===== src/rtl/sub_halt_arb_pkg.sv =====
// Shared definitions for the sub-CPU halt arbiter: state encoding,
// parameter defaults and the main-bus access decode.
package sub_halt_arb_pkg;

   typedef enum logic [1:0] {
      ST_RUN,
      ST_HALT_WAIT,
      ST_HALTED,
      ST_RELEASE
   } arb_state_e;

   localparam int SETTLE_DEFAULT  = 2;
   localparam int TIMEOUT_DEFAULT = 1023;
   localparam int SETTLE_W        = 4;
   localparam int WAIT_W          = 10;

   // A main access is a cycle with both the window select and strobe low
   function automatic logic mainAccess(input logic mshrN, input logic mstbN);
      return !mshrN && !mstbN;
   endfunction

endpackage


===== src/rtl/sub_halt_arb_if.sv =====
// Halt/steering signal bundle between the main-side logic, the sub 6809
// and the halt arbiter.
interface sub_halt_arb_if;

   logic HALT_REQ;
   logic SUB_BA;
   logic SUB_BS;
   logic MSHRn;
   logic MSTBn;
   logic SHALTn;
   logic SHALTACn;
   logic SUBSELn;
   logic BUSY;
   logic TOUT;

   modport slave (
      input  HALT_REQ, SUB_BA, SUB_BS, MSHRn, MSTBn,
      output SHALTn, SHALTACn, SUBSELn, BUSY, TOUT
   );

   modport master (
      output HALT_REQ, SUB_BA, SUB_BS, MSHRn, MSTBn,
      input  SHALTn, SHALTACn, SUBSELn, BUSY, TOUT
   );

endinterface


===== src/rtl/sat_cnt.sv =====
// Saturating up-counter with synchronous clear; holds at all-ones
// instead of wrapping.
module sat_cnt #(
   parameter int W = 4
) (
   input  logic         clk,
   input  logic         rst_n,
   input  logic         clr_i,
   input  logic         inc_i,
   output logic [W-1:0] cnt_o
);

   logic [W-1:0] cnt_q;
   logic [W-1:0] cnt_d;

   always_comb begin
      cnt_d = cnt_q;
      if (clr_i) begin
         cnt_d = '0;
      end else if (inc_i && (cnt_q != '1)) begin
         cnt_d = cnt_q + 1'b1;
      end
   end

   always_ff @(posedge clk or negedge rst_n) begin
      if (!rst_n) begin
         cnt_q <= '0;
      end else begin
         cnt_q <= cnt_d;
      end
   end

   assign cnt_o = cnt_q;

endmodule


===== src/rtl/sub_halt_arb.sv =====
// Halts the sub 6809, waits for BA/BS to settle, then grants the main CPU
// the shared RAM; releases the sub only once any main strobe has finished.
module sub_halt_arb
   import sub_halt_arb_pkg::*;
#(
   parameter int SETTLE  = SETTLE_DEFAULT,
   parameter int TIMEOUT = TIMEOUT_DEFAULT
) (
   input logic           CLKSYS,
   input logic           RSTn,
   sub_halt_arb_if.slave bus
);

   // Counters are compared one short of the target so the transition lands
   // on the same edge at which the counter would reach it.
   localparam logic [SETTLE_W-1:0] SETTLE_LAST = SETTLE_W'(SETTLE - 1);
   localparam logic [WAIT_W-1:0]   WAIT_LAST   = WAIT_W'(TIMEOUT - 1);

   arb_state_e          state_q, state_d;
   logic                tout_q, tout_d;
   logic                hreq_q;
   logic [SETTLE_W-1:0] settle_q;
   logic [WAIT_W-1:0]   wait_q;
   logic                inWait;
   logic                bothUp;
   logic                access;

   assign inWait = (state_q == ST_HALT_WAIT);
   assign bothUp = bus.SUB_BA && bus.SUB_BS;
   assign access = mainAccess(bus.MSHRn, bus.MSTBn);

   sat_cnt #(.W(SETTLE_W)) u_settle_cnt (
      .clk   (CLKSYS),
      .rst_n (RSTn),
      .clr_i (!inWait || !bothUp),
      .inc_i (inWait && bothUp),
      .cnt_o (settle_q)
   );

   sat_cnt #(.W(WAIT_W)) u_wait_cnt (
      .clk   (CLKSYS),
      .rst_n (RSTn),
      .clr_i (!inWait),
      .inc_i (inWait),
      .cnt_o (wait_q)
   );

   always_ff @(posedge CLKSYS or negedge RSTn) begin
      if (!RSTn) begin
         state_q <= ST_RUN;
         tout_q  <= 1'b0;
         hreq_q  <= 1'b0;
      end else begin
         state_q <= state_d;
         tout_q  <= tout_d;
         hreq_q  <= bus.HALT_REQ;
      end
   end

   // Losing BA/BS while halted outranks a release so the grant drops first;
   // a release waits for the current main strobe to end.
   always_comb begin
      state_d = state_q;
      tout_d  = tout_q;
      unique case (state_q)
         ST_RUN: begin
            if (bus.HALT_REQ) begin
               state_d = ST_HALT_WAIT;
               if (!hreq_q) begin
                  tout_d = 1'b0;
               end
            end
         end
         ST_HALT_WAIT: begin
            if (!bus.HALT_REQ) begin
               state_d = ST_RUN;
            end else begin
               if (bothUp && (settle_q >= SETTLE_LAST)) begin
                  state_d = ST_HALTED;
               end
               if (wait_q == WAIT_LAST) begin
                  tout_d = 1'b1;
               end
            end
         end
         ST_HALTED: begin
            if (!bothUp) begin
               state_d = ST_HALT_WAIT;
            end else if (!bus.HALT_REQ && !access) begin
               state_d = ST_RELEASE;
            end
         end
         ST_RELEASE: begin
            state_d = ST_RUN;
         end
         default: begin
            state_d = ST_RUN;
         end
      endcase
   end

   assign bus.SHALTn   = (state_q == ST_RUN);
   assign bus.SHALTACn = (state_q != ST_HALTED);
   assign bus.BUSY     = bus.SHALTACn;
   assign bus.SUBSELn  = (state_q == ST_HALTED) ? (bus.MSHRn || bus.MSTBn) : 1'b1;
   assign bus.TOUT     = tout_q;

endmodule


===== src/flat_wrapper.sv =====
// flat-port wrapper written by rule: the top's interface ports become plain ports
module sub_halt_arb_flat import sub_halt_arb_pkg::*;
#(
   parameter int SETTLE  = SETTLE_DEFAULT,
   parameter int TIMEOUT = TIMEOUT_DEFAULT
)
  (CLKSYS, RSTn, bus_HALT_REQ, bus_SUB_BA, bus_SUB_BS, bus_MSHRn, bus_MSTBn, bus_SHALTn, bus_SHALTACn, bus_SUBSELn, bus_BUSY, bus_TOUT);
  sub_halt_arb_if bus_i ();
  input logic CLKSYS;
  input logic RSTn;
  input wire logic [$bits(bus_i.HALT_REQ)-1:0] bus_HALT_REQ;
  input wire logic [$bits(bus_i.SUB_BA)-1:0] bus_SUB_BA;
  input wire logic [$bits(bus_i.SUB_BS)-1:0] bus_SUB_BS;
  input wire logic [$bits(bus_i.MSHRn)-1:0] bus_MSHRn;
  input wire logic [$bits(bus_i.MSTBn)-1:0] bus_MSTBn;
  output wire logic [$bits(bus_i.SHALTn)-1:0] bus_SHALTn;
  output wire logic [$bits(bus_i.SHALTACn)-1:0] bus_SHALTACn;
  output wire logic [$bits(bus_i.SUBSELn)-1:0] bus_SUBSELn;
  output wire logic [$bits(bus_i.BUSY)-1:0] bus_BUSY;
  output wire logic [$bits(bus_i.TOUT)-1:0] bus_TOUT;
  assign bus_i.HALT_REQ = bus_HALT_REQ;
  assign bus_i.SUB_BA = bus_SUB_BA;
  assign bus_i.SUB_BS = bus_SUB_BS;
  assign bus_i.MSHRn = bus_MSHRn;
  assign bus_i.MSTBn = bus_MSTBn;
  assign bus_SHALTn = bus_i.SHALTn;
  assign bus_SHALTACn = bus_i.SHALTACn;
  assign bus_SUBSELn = bus_i.SUBSELn;
  assign bus_BUSY = bus_i.BUSY;
  assign bus_TOUT = bus_i.TOUT;
  sub_halt_arb #(.SETTLE(SETTLE), .TIMEOUT(TIMEOUT)) u_core (.CLKSYS(CLKSYS), .RSTn(RSTn), .bus(bus_i));
endmodule

===== config.mk =====
export PLATFORM = sky130hd
export DESIGN_NAME = sub_halt_arb_flat
export DESIGN_NICKNAME = d
export VERILOG_FILES = /design/src/rtl/sub_halt_arb_pkg.sv /design/src/rtl/sub_halt_arb_if.sv /design/src/rtl/sat_cnt.sv /design/src/rtl/sub_halt_arb.sv /design/src/flat_wrapper.sv
export SDC_FILE = /design/constraint.sdc
export NUM_CORES = 1
export LEC_CHECK = 0
export CAP_MARGIN = 20
export CORE_UTILIZATION = 45
export DETAILED_ROUTE_END_ITERATION = 7
export DONT_BUFFER_PORTS = 1
export MAX_ROUTING_LAYER = met4
export PLACE_DENSITY = 0.59
export SKIP_CTS_REPAIR_TIMING = 1
export SYNTH_ARGS = -nofsm -noshare
export SYNTH_HDL_FRONTEND = slang
export SYNTH_HIERARCHICAL = 1
export SYNTH_SLANG_ARGS = --single-unit

===== constraint.sdc =====
create_clock -name CLKSYS -period 5.5 [get_ports CLKSYS]
set_input_delay 0.825 -clock CLKSYS [delete_from_list [all_inputs] [get_ports CLKSYS]]
set_output_delay 0.825 -clock CLKSYS [all_outputs]
set_load 0.005 [all_outputs]

==> results.md <==
- CTS Root Cell: clkbuf_4
- Initial Util: approximately half
- Inserted Clock Buffers: 3
- # H-tree levels: 1
- Vias: a little under 800
- Max Clock Skew: 1.92 ps
- RSZ-0062 raised after global routing: no
- Relative slew slack: approximately two thirds
- CORE AREA: ~2000 um^2
- Inserted Diodes: 0
- Hpwl dp: 1350 um
- Final Hold Viols: 0
- Final ANT Viol Nets: 0
- Seq/Total Area, Yosys: between 40% and 50%
- I/O Pins: 12
- Port buffer count: 0
- Maximum vdd drop: between 0.0001 and 0.00015 V
- Worst Hold Class: in2async
- Clock transition at path regs: ~100 ps
- Tmin final: between 2000 and 2500 ps
- Post-Syn Area: 1020 um^2
- Fin crit share: approximately 40%
- Final setup TNS: 0 ps
- Max cap viols: 0
- Filler instances: 207
- DR WL/cell: approximately 13 um
- Cell variety after synth: 38
- Startpoint types: register
- Setup slack, reg-to-reg: 3340 ps
- Iter 0 DRT Violations: 23
- Clk_lat worst skew: approximately 300 ps
- Layout cells sized above 1: between 10% and 20%
- Arr. time, crit path: 2390 ps
- Commonest non-fill, non-tap cells in the layout: dfrtp_1, nor2_1, nand3_1, a21oi_1
- Post-route insts no fill: 137
- Final weighted congestion in routability-driven placement: 0.766
- Pins over their slew limit: 0
- Chip width: 49.7 um
- Crit Path Category: reg2reg
- Leakage: 0.445 nW
- Initial antenna violation count: 0
- Status: complete, no violations
- Slew @ Worst Pin: just under 500 ps
- Global route total overflow: 0
- CTS tree: done
- First-pass GRT wire length: a little over 3000 um
- Detailed Routing Iterations Pass 1: 4
- Final wirelength: 1820 um
- Crit-path max FO: 11
- GRT Total Usage: around 17%
- Cells on worst reg2reg path: 6
- Commonest non-fill, non-tap cell in the layout: dfrtp_1
- P per Cell Area: ~210 nW/um^2
- Largest net degree at the start of global routing: 19
- Mapped Avg Cell Area: roughly 9.5 um^2
- Yosys Warn Count: 6
- Die Span Y: between 40 and 50 um
- Clk buf depth: 2
- # nets final: 120
- Number of global-route vias before repair: ~700
- Clock sink count: 18
- CP Capture Type: register
- Setup violations, final: 0
- Vias per inst: around 5.7
- Syn nets: between 100 and 150
- Fmax: between 400 and 500 MHz
- Post-Synthesis Cells: about 110
- # rows: 16
- Yosys reg bits: 18
- Dpl cells: around 130
- Die Footprint: between 2000 and 2500 um^2
- Required time worst endpoint: about 5700 ps
- # DRC: 0
- Area Growth Syn to Fin: 5.75%
logic make-up (layout without fill, tap and decap cells):
| group | count (synthesis) | in the layout | share of synthesized area, % |
|---|---|---|---|
| adders and majority gates | 2 | 2 | 2.45 |
| muxes | 4 | 4 | 4.41 |
| DFF | 18 | 18 | 44.1 |
| and+or+nand+nor | 56 | 56 | 31.8 |
| AOI/OAI and AO/OA | 20 | 20 | 13.0 |
| xor gates and xnor gates | 2 | 2 | 1.71 |
| buffers and inverters | 6 | 8 | 2.57 |
where the power goes:
| part | switching, W | total [W] | internal, W | leakage (nW) |
|---|---|---|---|---|
| logic | 0.00000644 | 0.0000113 | 0.00000491 | 0.179 |
| clock network | 0.0000424 | 0.0000828 | 0.0000404 | 0.0210 |
| registers | 0.00000335 | 0.000138 | 0.000135 | 0.245 |
per-stage QoR:
stage                     area (um^2)  setup WS (ps)  hold slack, ps  power [W]  util (%)
after floorplan                  1020           3660             440   0.000150         -
after global placement           1040           3420             468   0.000152      51.2
after detailed placement         1040           3380             463   0.000152      51.2
after CTS                        1080           3350             199   0.000235      52.9
after global routing             1080           3160             176   0.000245      52.9
final                            1080           3340             205   0.000232      52.9
registers in the layout, summed over array words and instances (netlist names):
signal / count
u_core/hreq_q: 1
u_core/u_settle_cnt/cnt_o: 4
u_core/u_wait_cnt/cnt_o: 10
u_core/bus.TOUT: 1
u_core/state_q: 2
Yosys cell counts:
library cell,number,area [um^2]
nand2_1,6,22.5
xor2_1,1,8.76
nand3_1,7,35.0
o22ai_1,1,6.26
buf_4,1,7.51
or4_4,1,11.3
and3_4,1,11.3
a2111oi_0,1,8.76
ha_1,2,25.0
mux2i_1,3,30.0
o21a_1,1,7.51
nand2b_1,6,37.5
o21bai_1,1,7.51
o41ai_1,1,8.76
o31a_2,1,10.0
buf_1,1,3.75
nor2_1,11,41.3
dfrtp_1,18,450
mux2_4,1,15.0
or3_1,2,12.5
nor2b_4,1,13.8
nand4_2,1,12.5
and4b_2,1,11.3
and3_1,2,12.5
a31oi_1,1,6.26
or2_0,1,6.26
nand4_1,4,25.0
nor2b_1,3,18.8
inv_1,4,15.0
o31ai_1,2,15.0
a21oi_1,7,35.0
a41oi_1,1,8.76
o2111ai_1,1,8.76
and4_1,2,17.5
and2_1,1,6.26
nor3_1,6,30.0
xnor2_1,1,8.76
o21ai_0,2,10.0
final cells by class:
type | instances | area [um^2] | share of cell area, %
multi-input cells | 84 | 546 | 50.5
well taps | 27 | 33.8 | 3.12
flip-flops and latches | 18 | 450 | 41.7
clock buffers | 4 | 36.3 | 3.36
inverters | 4 | 15.0 | 1.39
per-layer routing:
layer	up-vias	GRT usage (%)	part of all wire (%)	wire, um
met5	-	-	0	0
met4	0	6.19	1.2	21
met3	2	3.70	2.4	43
met2	10	22.7	41	756
met1	369	24.1	55	1000
li1	402	-	-	-
path summary, 6_finish.rpt:
kind                              startpoint                         end
max                        u_core/state_q[1]  u_core/u_wait_cnt/cnt_o[9]
max in group asynchronous               RSTn             u_core/bus.TOUT
max reg2reg                u_core/state_q[1]  u_core/u_wait_cnt/cnt_o[9]
min reg2reg                    u_core/hreq_q             u_core/bus.TOUT
min in group CLKSYS            u_core/hreq_q             u_core/bus.TOUT
min                                     RSTn  u_core/u_wait_cnt/cnt_o[2]
critical path: stages, from the launching register on:
cell and delay, ps:
dfrtp_1 460, nand2b_1 360, inv_1 250, nand4_2 180, or3_1 390, or3_1 310, a21oi_1 140
(Power assumes the default switching activity.)
